===== src/rtl/cba_pkg.sv =====
// Shared constants and types for the carry-bypass adder.
// Optional feature: define CBA_OVERFLOW_EN to add the registered signed-overflow output.
package cba_pkg;

    localparam int unsigned CBA_WIDTH   = 32;
    localparam int unsigned CBA_BLOCK   = 4;
    localparam int unsigned CBA_NBLOCKS = CBA_WIDTH / CBA_BLOCK;

    // Operand / sum word at the default width.
    typedef logic [CBA_WIDTH-1:0] cba_word_t;

endpackage : cba_pkg


===== src/rtl/cba_block.sv =====
// One carry-bypass block: BLOCK-bit ripple adder whose carry-out is taken
// straight from the block carry-in whenever every bit propagates.
// Ports:
//   a, b    BLOCK-bit operand slices
//   cin     block carry-in
//   sum_c   combinational sum bits of this block
//   cout_c  combinational block carry-out (bypass mux output)
module cba_block
    import cba_pkg::*;
#(
    parameter int unsigned BLOCK = CBA_BLOCK
) (
    input  logic [BLOCK-1:0] a,
    input  logic [BLOCK-1:0] b,
    input  logic             cin,
    output logic [BLOCK-1:0] sum_c,
    output logic             cout_c
);

    logic [BLOCK-1:0] p;
    logic [BLOCK-1:0] g;
    logic [BLOCK:0]   c;
    logic             blk_prop;

    // Ripple carry, sum bits, group propagate and bypass mux.
    always_comb begin
        p    = a ^ b;
        g    = a & b;
        c    = '0;
        c[0] = cin;
        for (int i = 0; i < int'(BLOCK); i++) begin
            c[i+1] = g[i] | (p[i] & c[i]);
        end
        sum_c    = p ^ c[BLOCK-1:0];
        blk_prop = &p;
        // When the whole block propagates, the carry skips the ripple path.
        cout_c   = blk_prop ? cin : c[BLOCK];
    end

endmodule : cba_block


===== src/rtl/carry_bypass_adder.sv =====
// Registered 32-bit carry-bypass (carry-skip) adder: sum = a+b+cin mod 2^WIDTH,
// cout = unsigned carry out, one cycle of latency.
// Optional feature: `define CBA_OVERFLOW_EN adds the registered signed overflow port ovf.
// Ports:
//   clk    rising-edge clock
//   rst_n  asynchronous active-low reset; clears sum/cout/ovf
//   a, b   WIDTH-bit operands
//   cin    carry into bit 0
//   sum    registered sum
//   cout   registered carry out of bit WIDTH-1
//   ovf    registered signed overflow (CBA_OVERFLOW_EN only)
module carry_bypass_adder
    import cba_pkg::*;
#(
    parameter int unsigned WIDTH = CBA_WIDTH,
    parameter int unsigned BLOCK = CBA_BLOCK
) (
    input  logic             clk,
    input  logic             rst_n,
    input  logic [WIDTH-1:0] a,
    input  logic [WIDTH-1:0] b,
    input  logic             cin,
    output logic [WIDTH-1:0] sum,
    output logic             cout
`ifdef CBA_OVERFLOW_EN
    ,
    output logic             ovf
`endif
);

    // WIDTH must be a multiple of BLOCK.
    localparam int unsigned NBLK = WIDTH / BLOCK;

    logic [WIDTH-1:0] sum_c;
    logic             cout_c;

    // Bypass chain, LSB block first; each block's carry-in is the previous carry-out.
    for (genvar k = 0; k < int'(NBLK); k++) begin : g_blk
        logic ci;
        logic co;

        if (k == 0) begin : g_first
            assign ci = cin;
        end else begin : g_next
            assign ci = g_blk[k-1].co;
        end

        cba_block #(
            .BLOCK (BLOCK)
        ) u_block (
            .a      (a[k*BLOCK +: BLOCK]),
            .b      (b[k*BLOCK +: BLOCK]),
            .cin    (ci),
            .sum_c  (sum_c[k*BLOCK +: BLOCK]),
            .cout_c (co)
        );
    end

    assign cout_c = g_blk[NBLK-1].co;

`ifdef CBA_OVERFLOW_EN
    logic ovf_c;

    // Signed overflow: like-signed operands producing a sum of the other sign.
    assign ovf_c = (a[WIDTH-1] == b[WIDTH-1]) && (sum_c[WIDTH-1] != a[WIDTH-1]);
`endif

    // Output register.
    always_ff @(posedge clk or negedge rst_n) begin
        if (!rst_n) begin
            sum  <= '0;
            cout <= 1'b0;
`ifdef CBA_OVERFLOW_EN
            ovf  <= 1'b0;
`endif
        end else begin
            sum  <= sum_c;
            cout <= cout_c;
`ifdef CBA_OVERFLOW_EN
            ovf  <= ovf_c;
`endif
        end
    end

endmodule : carry_bypass_adder


===== config.mk =====
export PLATFORM = sky130hd
export DESIGN_NAME = carry_bypass_adder
export DESIGN_NICKNAME = d
export VERILOG_FILES = /design/src/rtl/cba_pkg.sv /design/src/rtl/cba_block.sv /design/src/rtl/carry_bypass_adder.sv
export SDC_FILE = /design/constraint.sdc
export NUM_CORES = 1
export LEC_CHECK = 0
export CAP_MARGIN = 20
export CORE_MARGIN = 3
export CORE_UTILIZATION = 42
export CTS_CLUSTER_DIAMETER = 150
export CTS_CLUSTER_SIZE = 28
export DETAILED_ROUTE_END_ITERATION = 10
export PLACE_DENSITY_LB_ADDON = 0.2
export SLEW_MARGIN = 0
export SYNTH_ARGS = -nofsm -noshare
export SYNTH_HDL_FRONTEND = slang
export SYNTH_HIERARCHICAL = 1
export SYNTH_SLANG_ARGS = --single-unit
export TNS_END_PERCENT = 10

===== constraint.sdc =====
create_clock -name clk -period 0.8 [get_ports clk]
set_input_delay 0.16 -clock clk [delete_from_list [all_inputs] [get_ports clk]]
set_output_delay 0.16 -clock clk [all_outputs]
set_load 0.02 [all_outputs]

==> results.yml, run 1 <==
status:
  outcome: "complete, but fails checks"
  violations: "setup timing"
floorplanning:
  die_h_um: 79.5
  pin_count: 100
  initial_core_util_pct: 43.8
  core_sq_um: 5170
  die_area_sq_um: 6320
  rows: 26
  die_w_um: 79.5
global_routing:
  antenna_found_initial: 0
  grt.total_usage_pct: 16.0
  grt_pass1_vias: 1837
  grt_pass1_wl_mm: 7.67
  grt.overflow.total: 0
  grt_max_degree: 34
cells_and_area:
  seqCellArea_sq_um: 826
  nets: 448
  multi_input_area_sq_um: 1250
  num-fill-cells: 387
  most-common-layout-cells: "clkdlybuf4s50_1, inv_1, dfrtp_1, fa_2, ha_1"
  final_common_cell: "clkdlybuf4s50_1"
  num_antenna_cells: 0
  final_util_pct: 69.8
  drive_gt1_share_pct: 40.3
  syn2layout_area_growth_pct: 59.3
  fin_cells: 388
sta:
  fin_crit_sh_pct: 1370
  hold_viol: 0
  setup_violations: 65
  post-route-min-period_ns: 11.00
  tightestPinTransition_ns: 0.156
  fmax_ghz: 0.0909
  slew_violations: 0
  setup_slack_ns: -10.20
  tns_ns: -175.88
  maxSlewHeadroom_pct: 89.3
  rsz0062_at_grt: "yes"
worst_setup_path:
  cp-start-kind: "input pin"
  crit_path_frequent_cell: "fa_2"
  cp_slowest_cell: "fa_2"
  cp_slowest_stage_delay_ns: 0.52
  end_kind: "flop"
  crit_type: "input pin to flop"
  required_ns: 0.97
  arrival_ns: 11.17
  critPathMaxFanout: 2
  cp_top_family: "adder cells"
  crit_buf_inv: 26
  crit_start: "cin"
job:
  drv_cap: 0
pwr:
  p_leak_uw: 0.00186
  ir_drop_v: 0.000710
  p_per_area_nw_per_um2: 1560
drt:
  drc: 0
  firstDrtPassIters: 3
  routed_wl_mm: 4.64
  wl_per_cell_um: 11.9
  drt_iter0_drc: 7
  viasPerCell: 4.18
  routed-via-count: 1622
  ant_nets: 0
logic_synthesis:
  syn_inst: 185
  ys_types: 6
  synth_seq_cells: 33
  yosysWarnings: 6
  syn_area_sq_um: 2270
  postSynthAreaPerCell_sq_um: 12.3
  seq_area_frac_synth_pct: 36.4
  syn-num-nets: 316
placement:
  dpl.hpwl_mm: 3.97
  port_buffers: 99
  place.gp.congestion: 0.751
  dp.cells: 372
  place_ws_ns: -11.08
worst_hold_path:
  min_path_cells: 4
  min_to: "sum[0]"
  hp-start: "a[0]"
  hold_class: "input pin to flop"
cts:
  cts-buffers-inserted: 5
  max-clock-path-buffers: 2
  cts_root_buffer: "clkbuf_8"
  cts_tree: "yes"
  clock-sinks: 33
  clkTransAtPathRegs_ns: 0.06
  htree_levels: 2
kinds of logic after synthesis:
group	Yosys count	synth area share, %
AND/OR/NAND/NOR	8	2.21
adder cells (fa/ha/maj)	64	45.9
flip-flops	33	36.4
buffers and inverters	72	11.9
multiplexers	8	3.53
final cells by class:
cell class / count / share of cell area (%)
multi-input cells: 80 / 34.6
repair buffers: 125 / 30.0
flip-flops and latches: 33 / 22.9
inverters: 72 / 7.83
well taps: 70 / 2.42
clock buffers: 8 / 2.22
power breakdown:
part           leakage [uW]  internal, uW  switching [uW]
logic               0.00144          1140            1240
registers          0.000385          2010            91.7
clock network     0.0000395           617             554
state kept, by name, indices dropped and copies added (netlist names):
signal / flops
cout: 1
sum: 32
stage by stage:
step	instance area [sq um]	hold slack [ns]	total power [uW]
3_3_place_gp	3580	0.130	4590
4_1_cts	3540	0.288	5590
3_5_place_dp	3580	0.131	4680
2_1_floorplan	2360	-0.136	3210
6_report	3610	0.267	5650
5_1_grt	3610	0.279	6100
worst max path at each step:
stage | endpoint | depth (start not counted) | slack, ns
global placement | sum[31] | 66 | -10.97
CTS | sum[31] | 66 | -10.35
detailed placement | sum[31] | 66 | -11.08
finish | sum[31] | 65 | -10.20
floorplan | sum[31] | 64 | -9.84
global route | sum[31] | 65 | -10.72
cells in the mapped netlist:
library cell  number  share of area, %
mux2i_1            8               3.5
dfrtp_1           33                36
nand4_1            8               2.2
fa_1              32                28
ha_1              32                18
inv_1             72                12
metal layers:
| metal | vias up | GRT usage [%] | wire, um |
|---|---|---|---|
| met5 | - | 0 | 0 |
| met4 | 0 | 6.36 | 95 |
| met3 | 8 | 5.53 | 476 |
| met2 | 63 | 29.1 | 2420 |
| met1 | 777 | 16.6 | 1640 |
| li1 | 774 | - | - |
what timing repair did:
action / 4_1_cts / 5_1_grt
endpoints found under the setup margin: 66 / 65
gates cloned: 0 / 0
hold buffers: 1 / 0
resized for setup: 151 / 28
hold endpoints to repair: 33 / 0
buffers inserted: 5 / 3
Note: power is estimated with default switching activity, not from simulation.
==> inputs of run 2 (changes only) <==
--- a/config.mk
+++ b/config.mk
@@ -7,10 +7,11 @@
 export LEC_CHECK = 0
 export CAP_MARGIN = 20
 export CORE_MARGIN = 3
-export CORE_UTILIZATION = 42
+export CORE_UTILIZATION = 25
 export CTS_CLUSTER_DIAMETER = 150
 export CTS_CLUSTER_SIZE = 28
 export DETAILED_ROUTE_END_ITERATION = 10
+export MAX_ROUTING_LAYER = met4
 export PLACE_DENSITY_LB_ADDON = 0.2
 export SLEW_MARGIN = 0
 export SYNTH_ARGS = -nofsm -noshare
==> run 2 against run 1 <==
  * The flow still finishes with violations (setup timing)
  * Fmax is 0.35% higher
  * Sequential power about the same
  * Hold slack got worse by 0.0083 ns
  * Wire length up 1.4%
  * Global-route usage shrank 5.8 points
  * Final area up 0.69%
  * Critical path type unchanged
  * Worst setup slack better by 0.039 ns
  * Combinational power is 3% lower
  * Total power shrank 0.22%
  * Largest power group unchanged
  * Non-clock buffer count shrank 2
  * Die area is 62% higher
==> results.yml, run 2 (synthesized netlist as in run 1, its figures left out) <==
global_routing:
  grt_use_met1_pct: 11.0
  grt_pass1_wl_mm: 7.78
  grt_max_degree: 19
  grt-busiest-layer: "met2"
  met3_usage_pct: 3.03
  antenna_found_initial: 0
  grt_pass1_vias: 1730
  grt.total_usage_pct: 10.2
  grt.overflow.total: 0
  met2_usage_pct: 17.3
drt:
  drc: 0
  viasPerCell: 3.74
  drt_iter0_drc: 12
  routed_wl_mm: 4.70
  ant_nets: 0
  wl_per_cell_um: 11.1
  routed-via-count: 1585
  firstDrtPassIters: 4
sta:
  setup_violations: 65
  setup_slack_ns: -10.16
  post-route-min-period_ns: 10.96
  hold_viol: 0
  fin_crit_sh_pct: 1370
  maxSlewHeadroom_pct: 82.8
  rsz0062_at_grt: "yes"
  slew_violations: 0
  fmax_ghz: 0.0912
  tightestPinTransition_ns: 0.257
cts:
  cts_tree: "yes"
  cts_root_buffer: "clkbuf_8"
  clkTransAtPathRegs_ns: 0.07
  htree_levels: 2
  cts-buffers-inserted: 5
  max-clock-path-buffers: 2
  clock-sinks: 33
cells_and_area:
  syn2layout_area_growth_pct: 60.4
  regMostFlops: "sum"
  num_antenna_cells: 0
  fin_cells: 424
  reg.largest.list: "sum: 32 flops, cout: 1 flops"
  nets: 446
  most-common-layout-cells: "clkdlybuf4s50_1, inv_1, dfrtp_1, fa_2, ha_1"
  num-fill-cells: 862
  drive_gt1_share_pct: 40.2
  final_common_cell: "clkdlybuf4s50_1"
  largest_reg_flops: 32
status:
  outcome: "complete, but fails checks"
  violations: "setup timing"
floorplanning:
  initial_core_util_pct: 25.9
  rows: 34
  die_area_sq_um: 10200
  die_w_um: 101
  core_sq_um: 8760
  die_h_um: 101
  pin_count: 100
placement:
  port_buffers: 99
  dp.cells: 411
  place.gp.congestion: 0.751
  dpl.hpwl_mm: 4.03
worst_setup_path:
  arrival_ns: 11.14
  crit_path_frequent_cell: "fa_2"
  cp-start-kind: "input pin"
  crit_type: "input pin to flop"
  cp_slowest_cell: "fa_2"
  cp_slowest_stage_delay_ns: 0.52
  end_kind: "flop"
  critPathMaxFanout: 2
  required_ns: 0.98
worst_hold_path:
  hold_class: "input pin to flop"
  min_path_cells: 4
  min_to: "sum[0]"
  hp-start: "a[0]"
job:
  drv_cap: 0
pwr:
  p_per_area_nw_per_um2: 1550
  finalPower_uw: 5640
  p_leak_uw: 0.00184
  ir_drop_v: 0.000529
## run 2: cell types whose count changed in the layout (fill, tap and decap cells not counted)
cell / delta
buf_12: -2
buf_2: -1
buf_4: -1
buf_8: +1
clkdlybuf4s15_2: +1
mux2i_1: -1
mux2i_2: +1
## run 2: worst max-delay path: cells and delay by family
kind       cells  cell delay (ns)
buf+inv       26             1.55
fa+ha+maj     32             8.47
mux            7             0.97
## run 2: what timing repair did
item | 4_1_cts | 5_1_grt
pin swaps | 0 | 0
endpoints found under the setup margin | 66 | 65
hold buffers | 1 | 0
resized for setup | 155 | 21
buffers inserted | 4 | 0
endpoints found under the hold margin | 33 | 0
## run 2: where the power goes
part | internal (uW) | total [uW] | leakage [uW] | switching [uW]
logic | 1100 | 2310 | 0.00142 | 1210
registers | 2010 | 2110 | 0.000385 | 95.7
clock network | 619 | 1220 | 0.0000395 | 603
total | 3730 | 5640 | 0.00184 | 1910
## run 2: through the flow
stage               instance area [sq um]  setup slack, ns  hold slack [ns]  TNS, ns  utilization (%)
finish                               3640           -10.16            0.258  -175.21             41.5
CTS                                  3600           -10.27            0.270  -177.70             41.0
global placement                     3620           -11.00            0.131  -206.34             41.3
global route                         3640           -10.72            0.256  -185.79             41.5
detailed placement                   3620           -11.12            0.136  -208.75             41.3
floorplan                            2360            -9.84           -0.136  -168.26                -
## run 2: area by class of cell
cell class                      instances  area, sq um  share of cell area (%)
Clock buffer                            8         80.1                    2.20
Tap cell                              108          135                    3.72
Timing Repair Buffer                  123         1060                    29.1
Inverter                               72          283                    7.77
Multi-Input combinational cell         80         1250                    34.5
Sequential cell                        33          826                    22.7
## run 2: layer usage
layer | share of wire (%) | wire, um | vias to the layer above
met3 | 8.7 | 411 | 9
met5 | 0 | 0 | -
met4 | 3.0 | 139 | 0
li1 | - | - | 768
met1 | 37 | 1760 | 745
met2 | 51 | 2390 | 63
## run 2: worst max path at each step
stage	startpoint	endpoint	slack [ns]	cells past startpoint
after CTS	cin	sum[31]	-10.27	65
final	cin	sum[31]	-10.16	65
after global routing	cin	sum[31]	-10.72	65
after global placement	cin	sum[31]	-11.00	65
after floorplan	cin	sum[31]	-9.84	64
after detailed placement	cin	sum[31]	-11.12	65
